[config.mk]
export PLATFORM = sky130hd
export DESIGN_NAME = memory_access_cycle
export DESIGN_NICKNAME = d
export VERILOG_FILES = /design/src/rtl/memory_access_cycle.sv
export SDC_FILE = /design/constraint.sdc
export NUM_CORES = 1
export LEC_CHECK = 0
export ABC_AREA = 1
export ABC_CLOCK_PERIOD_IN_PS = 2700
export CORE_MARGIN = 5
export CORE_UTILIZATION = 46
export CTS_BUF_LIST = sky130_fd_sc_hd__clkbuf_4
export CTS_CLUSTER_DIAMETER = 120
export DETAILED_ROUTE_END_ITERATION = 10
export GPL_TIMING_DRIVEN = 0
export PLACE_DENSITY = 0.9
export SLEW_MARGIN = 20
export SYNTH_ARGS = -nofsm -noshare
export SYNTH_HDL_FRONTEND = slang
export SYNTH_SLANG_ARGS = --single-unit
[constraint.sdc]
create_clock -name clk -period 2.7 [get_ports clk]
set_input_delay 0.27 -clock clk [delete_from_list [all_inputs] [get_ports clk]]
set_output_delay 0.27 -clock clk [all_outputs]
set_load 0.05 [all_outputs]
[src/rtl/memory_access_cycle.sv]
// Memory (M) stage of a 5-stage RISC-V pipeline.
// Issues one load or store at a time on a req/gnt/rvalid data port. It stalls
// the upstream pipeline until the access finishes or times out. It also owns the
// M->W pipeline register.
//
// Ports
//   clk, rst (async, active-low)
//   M bundle in : RegWriteM, MemWriteM, ResultSrcM, RD_M, PCPlus4M, WriteDataM, ALU_ResultM
//   Memory port : mem_req/mem_we/mem_addr/mem_wdata out, mem_gnt/mem_rvalid/mem_rdata in
//   Control out : StallM (freeze PC..EX/M), mem_err (one-cycle pulse on timeout abort)
//   W bundle out: RegWriteW, ResultSrcW, RD_W, PCPlus4W, ALU_ResultW, ReadDataW
module memory_access_cycle #(
  parameter int unsigned TIMEOUT_CYCLES = 16,
  parameter logic [31:0] ERR_RDATA      = 32'hDEADBEEF
) (
  input  logic        clk,
  input  logic        rst,
  input  logic        RegWriteM,
  input  logic        MemWriteM,
  input  logic        ResultSrcM,
  input  logic [4:0]  RD_M,
  input  logic [31:0] PCPlus4M,
  input  logic [31:0] WriteDataM,
  input  logic [31:0] ALU_ResultM,
  output logic        mem_req,
  output logic        mem_we,
  output logic [31:0] mem_addr,
  output logic [31:0] mem_wdata,
  input  logic        mem_gnt,
  input  logic        mem_rvalid,
  input  logic [31:0] mem_rdata,
  output logic        StallM,
  output logic        mem_err,
  output logic        RegWriteW,
  output logic        ResultSrcW,
  output logic [4:0]  RD_W,
  output logic [31:0] PCPlus4W,
  output logic [31:0] ALU_ResultW,
  output logic [31:0] ReadDataW
);

  localparam int unsigned CntW = $clog2(TIMEOUT_CYCLES + 1);

  typedef enum logic [1:0] {StIdle, StReq, StWait, StDone} state_e;

  state_e          state_q, state_d;
  logic [CntW-1:0] cnt_q, cnt_d;
  logic [31:0]     rdata_q, rdata_d;
  logic            err_q, err_d;
  logic            abort_q, abort_d;

  logic memop, is_store, is_load, timeout;

  assign memop    = MemWriteM | ResultSrcM;
  // Store wins when both flags are set.
  assign is_store = MemWriteM;
  assign is_load  = ResultSrcM & ~MemWriteM;
  assign timeout  = (cnt_q == CntW'(TIMEOUT_CYCLES));

  assign mem_we    = MemWriteM;
  assign mem_addr  = ALU_ResultM;
  assign mem_wdata = WriteDataM;
  assign mem_err   = err_q;

  always_comb begin
    state_d = state_q;
    cnt_d   = cnt_q;
    rdata_d = rdata_q;
    err_d   = 1'b0;
    abort_d = abort_q;
    mem_req = 1'b0;
    StallM  = 1'b0;
    unique case (state_q)
      StIdle: begin
        if (memop) begin
          StallM  = 1'b1;
          cnt_d   = '0;
          abort_d = 1'b0;
          state_d = StReq;
        end
      end
      StReq: begin
        StallM = 1'b1;
        if (timeout) begin
          // Request is withdrawn in the abort cycle so a late gnt cannot be taken.
          err_d   = 1'b1;
          rdata_d = ERR_RDATA;
          abort_d = 1'b1;
          state_d = StDone;
        end else begin
          mem_req = 1'b1;
          if (mem_gnt) begin
            state_d = is_store ? StDone : StWait;
          end else begin
            cnt_d = cnt_q + CntW'(1);
          end
        end
      end
      StWait: begin
        StallM = 1'b1;
        if (timeout) begin
          err_d   = 1'b1;
          rdata_d = ERR_RDATA;
          abort_d = 1'b1;
          state_d = StDone;
        end else if (mem_rvalid) begin
          rdata_d = mem_rdata;
          state_d = StDone;
        end else begin
          cnt_d = cnt_q + CntW'(1);
        end
      end
      StDone: begin
        state_d = StIdle;
      end
      default: begin
        state_d = StIdle;
      end
    endcase
  end

  always_ff @(posedge clk or negedge rst) begin
    if (!rst) begin
      state_q <= StIdle;
      cnt_q   <= '0;
      rdata_q <= '0;
      err_q   <= 1'b0;
      abort_q <= 1'b0;
    end else begin
      state_q <= state_d;
      cnt_q   <= cnt_d;
      rdata_q <= rdata_d;
      err_q   <= err_d;
      abort_q <= abort_d;
    end
  end

  // M->W register: bubble while stalled, otherwise advance the bundle.
  always_ff @(posedge clk or negedge rst) begin
    if (!rst) begin
      RegWriteW   <= 1'b0;
      ResultSrcW  <= 1'b0;
      RD_W        <= '0;
      PCPlus4W    <= '0;
      ALU_ResultW <= '0;
      ReadDataW   <= '0;
    end else if (StallM) begin
      RegWriteW <= 1'b0;
    end else begin
      // abort_q is stale outside DONE, so only trust it there.
      RegWriteW   <= RegWriteM & ~((state_q == StDone) & abort_q);
      ResultSrcW  <= ResultSrcM;
      RD_W        <= RD_M;
      PCPlus4W    <= PCPlus4M;
      ALU_ResultW <= ALU_ResultM;
      ReadDataW   <= is_load ? rdata_q : 32'h0;
    end
  end

endmodule
### After elaboration in Yosys (flattened, before gate mapping)

Cells that the tools add are included.

| word-level totals | value |
|---|---|
| register bits | 144 |
| bits in latches | 0 |
| bits in writable memories | 0 |
| bits in read-only memories | 0 |
| bits of input ports | 140 |
| output and inout port bits | 171 |
| word-level logic and storage cells | 68 |
| memories | 0 |

| cells by class | value |
|---|---|
| $add $sub $neg | 1 |
| $mul | 0 |
| div/mod/pow operators | 0 |
| magnitude comparators | 0 |
| eq/ne operators | 13 |
| shift operators | 0 |
| multiplexer cells | 28 |
| bitwise logic cells | 6 |
| reductions and logical operators | 9 |

Operators with widths:

| kind | count |
|---|---|
| 2-to-1 mux 32 bit | 4 |
| case mux 32 bit (2 select lines) | 1 |
| 2-to-1 mux 5 bit | 5 |
| case mux 5 bit (3 select lines) | 1 |
| != test 2 bit, second input constant | 6 |
| 2-to-1 mux 2 bit | 5 |
| 2-to-1 mux 1 bit | 9 |
| AND reduction 3 bit | 3 |
| case mux 2 bit (4 select lines) | 1 |
| != test 3 bit, second input constant | 2 |
| AND reduction 6 bit | 1 |
| adder 5 x 1 -> 5 bit, second input constant | 1 |
| equality test 5 bit, second input constant | 1 |
| equality test 2 bit, second input constant | 2 |
| case mux 1 bit (2 select lines) | 2 |
| nonzero test 2 bit | 2 |
| AND 1 bit | 3 |
| nonzero test 3 bit | 1 |
| equality test 2 x 1 -> 1 bit, second input constant | 1 |
| zero test 2 bit | 1 |
| != test 2 x 1 -> 1 bit, second input constant | 1 |
| NOT 1 bit | 2 |
| OR reduction 2 bit | 1 |
| OR 1 bit | 1 |

### Longest topological paths before layout

Gate-level depths: netlist (run 1).

| logic depth | value |
|---|---|
| depth after elaboration | 5 |
| mapped depth | 11 |
| mapped depth without buffers | 10 |

### Worst setup path before layout (run 1)

No wires, ideal clock.

| timing | value |
|---|---|
| path type | register to output |
| from | reg state_q[0] |
| to | out StallM |
| arrival time | 1,551 ps |
| required time | 2,430 ps |
| path slack | 879 ps |
| cell stages (with the launch flop) | 7 |
| path buffers | 2 |
| path through | dfrtp_1 inv_1 ha_1 inv_1 a21oi_1 buf_2 buf_2 |

| on the way | value |
|---|---|
| cells in the longest elaborated chain, start to end | 3 |
| elaborated cells on any way between the ends | 5 |
| those cells by class | eq/ne (2); mux (1); reduce/logical (2) |

Ends and longest elaborated chain:

| element | line | RTL |
|---|---|---|
| from (decl) | 46 | `state_e state_q, state_d;` |
| from (signal assigned) | 124 | `state_q <= StIdle;` |
| from (signal assigned) | 130 | `state_q <= state_d;` |
| equality test 2 bit or equality test 2 x 1 -> 1 bit (tied branches) | 73 | `unique case (state_q)` |
| OR reduction 2 bit (no line) | -- |  |
| case mux 1 bit (2 select lines) (*) | 73 |  |
| to (decl) | 32 | `output logic StallM,` |

Mark *: on every way between the ends. The rest lies on a longest branch, timed or not.

### Worst setup path in the final report (run 1)

Ends and elaborated chain as after synthesis.

==> results of run 1 <==
final timing paths:
check | slack (ns) | depth (start not counted) | endpoint | startpoint
worst max-delay path | 0.16 | 6 | StallM | state_q[0]
worst min-delay path | 0.25 | 3 | PCPlus4W[31] | PCPlus4M[31]
worst max register to register | 0.61 | 9 | ALU_ResultW[14] | state_q[0]
worst min register to register | 0.48 | 1 | RegWriteW | abort_q
max in group asynchronous | 1.64 | 3 | mem_err | rst
min in group asynchronous | 0.30 | 2 | rdata_q[19] | rst
sequential cells by signal, indices dropped and copies added, names as in the netlist:
name	flops
ALU_ResultW	32
PCPlus4W	32
ReadDataW	32
rdata_q	32
RD_W	5
cnt_q	5
state_q	2
RegWriteW	1
ResultSrcW	1
abort_q	1
mem_err	1
cells by family after synthesis:
group                    after synthesis  synth area share (%)
AND/OR/NAND/NOR                      391                 23.88
flip-flops                           144                 55.38
buffers and inverters                117                 11.79
AO/OA/AOI/OAI                         74                 7.596
adder cells (fa/ha/maj)                7                 1.346
Yosys cell counts, drive strengths merged:
| cell | number | area [µm²] |
|---|---|---|
| nand2 | 336 | 1279 |
| dfrtp | 144 | 3603 |
| buf | 98 | 695.7 |
| o21ai | 69 | 465.4 |
| nor2 | 30 | 115.1 |
| nand3 | 20 | 112.6 |
| inv | 17 | 63.81 |
| ha | 7 | 87.58 |
| a21oi | 5 | 28.78 |
| clkbuf | 2 | 7.510 |
| nand3b | 2 | 27.53 |
| nand4 | 2 | 12.51 |
| nor3b | 1 | 7.510 |
power groups by stage:
stage / clock, mW / combinational (mW) / sequential (mW)
5_1_grt: 1.84 / 9.55 / 3.88
3_5_place_dp: 0 / 8.86 / 3.78
6_report: 1.73 / 8.85 / 3.75
4_1_cts: 1.76 / 8.91 / 3.75
2_1_floorplan: 0 / 3.52 / 6.16
3_3_place_gp: 0 / 8.67 / 3.73
worst max-delay path, stage by stage, from the launching register on:
cell and delay, ns:
dfrtp_2 0.44, inv_1 0.10, ha_1 0.33, inv_1 0.13
a21oi_1 0.26, buf_6 0.24, buf_4 0.23
final cells by class:
type                    count  area share [%]
plain buffers              99           7.094
inverters                  17          0.6426
well taps                 180           2.268
repair buffers            280           28.41
clock inverters            14           2.394
multi-input cells         472           21.51
clock buffers              18           1.361
flip-flops and latches    144           36.32
timing repair:
action	CTS	global route
cloned	0	0
resized for setup	10	1
endpoints found under the setup margin	2	1
endpoints found under the hold margin	80	0
pin swaps	0	0
hold buffers	1	0
metal layers:
metal | track usage [%] | vias up | share of wire (%)
li1 | - | 2819 | -
met1 | 28.55 | 2789 | 39
met2 | 41.40 | 255 | 50
met3 | 7.140 | 45 | 8.2
met4 | 10.01 | 0 | 3.4
met5 | 0 | - | 0
stage by stage:
step,area (µm²),utilization (%)
floorplan,6506,-
global placement,9514,68.54
detailed placement,9547,68.78
CTS,9926,71.51
global route,9930,71.53
finish,9930,71.53
==> metrics.md, run 1 <==
| Metric | Value |
|---|---|
| Status | completed |
| Clock Skew | ~0.029 ns |
| Sw Share | between 50% and 60% |
| Worst path arrival time | roughly 2.3 ns |
| Worst hold slack | between 0.2 and 0.25 ns |
| Max-slew headroom | 58.57% |
| Die area | between 0.015 and 0.02 mm² |
| Layout cell share with drive strength beyond 1 | between 15 and 20% |
| Post-route setup TNS | 0 ns |
| # Max-Cap Violations | 0 |
| Clk_lat worst skew | about 0.55 ns |
| # rows | between 40 and 50 |
| CP required | approximately 2.4 ns |
| Clk root buf | clkbuf_4 |
| # DRC | 0 |
| Vias in the first global route | about 6000 |
| Ys Warns | 0 |
| CTS tree | built |
| Mapped Nets | just under 900 |
| Most frequent cells in the layout | nand2_1, clkdlybuf4s50_1, dfrtp_1 |
| Fin. Hold Viols | 0 |
| # placed instances | 1192 |
| PwrDens | roughly 1400 mW/mm² |
| Part of the cycle the worst path needs | between 90 and 100% |
| FMAX | around 0.39 GHz |
| Period minus WS final | between 2 and 3 ns |
| N_diodes | 0 |
| Initial antenna violation count | 0 |
| Crit path launch type | flip-flop |
| Mapped Area | roughly 0.0065 mm² |
| Reg area | between 0.003 and 0.004 mm² |
| Post-Syn Instances | approximately 730 |
| Largest net degree at the start of global routing | a little over 80 |
| Die H | 128.9 µm |
| Layout area overhead | 52.62% |
| DP Worst Slack | -0.1936 ns |
| Clk buf depth | 2 |
| GRT Total Usage | between 20 and 25% |
| Sw Pwr | 7.401 mW |
| Setup slack after layout | 0.1608 ns |
| Clk sinks | 144 |
| Total CTS buffers | 17 |
| Core area | 0.01388 mm² |
| Via Count | roughly 5900 |
| First-iteration detailed-routing DRC count | 314 |
| Area of the multi-input gates | roughly 0.0021 mm² |
| Peak supply drop | between 700 and 800 µV |
| Yosys cell types | 24 |
| WS Path Type | reg -> out |
| IO Port Bufs | 278 |
| Critical path endpoint category | primary output |
| Clock share of power | roughly 12% |
| Dpl hpwl | between 15000 and 20000 µm |
| Commonest non-fill, non-tap cell in the layout | nand2_1 |
| Total grt overflow | 0 |
| Synth Register Bits | around 140 |
| Seq pwr share | 26.2% |
| Die X | about 130 µm |
| CP Max Fanout | 19 |
| Wire per inst | about 17 µm |
| Clk pin slew, worst setup/hold paths | around 0.13 ns |
| Final setup violation count | 0 |
| IO Count | roughly 310 |
| Worst-Margin Slew | roughly 0.62 ns |
| P_leak | 4.758 nW |
| Fill cells | roughly 1000 |
| Via density | roughly 4.8 |
| Total power | 14.33 mW |
| ANT nets after route | 0 |
| Max Slew Vio Count | 0 |
| First-pass GRT wire length | 31190 µm |
| Combinational power share | around three fifths |
| Initial core utilization | a little under half |
| Post-Syn Area per Cell | about 8.9 µm² |
| Detailed-router iteration count before antenna repair | 6 |
| Worst Hold Class | in -> reg |
| Nets | roughly 1200 |
| Postcts setup bufs | 0 |
| Htree depth | 4 |
| Pint | between 6 and 7 mW |
| RSZ-0062 raised after global routing | no |
| Final Non-Filler Cells | roughly 1200 |
| RD Place Congestion | between 0.9 and 1 |
| Routed Wire Length | 20230 µm |
| Sequential area share after synthesis | between 50 and 60% |
Note: power is estimated with default switching activity, not from simulation.
==> run 2: changes to the inputs <==
--- a/config.mk
+++ b/config.mk
@@ -11,6 +11,7 @@
 export CORE_UTILIZATION = 46
 export CTS_BUF_LIST = sky130_fd_sc_hd__clkbuf_4
 export CTS_CLUSTER_DIAMETER = 120
+export CTS_CLUSTER_SIZE = 10
 export DETAILED_ROUTE_END_ITERATION = 10
 export GPL_TIMING_DRIVEN = 0
 export PLACE_DENSITY = 0.9
==> results of run 2 <==
No change in the layout: final DEF, timing and power equal those of run 1.
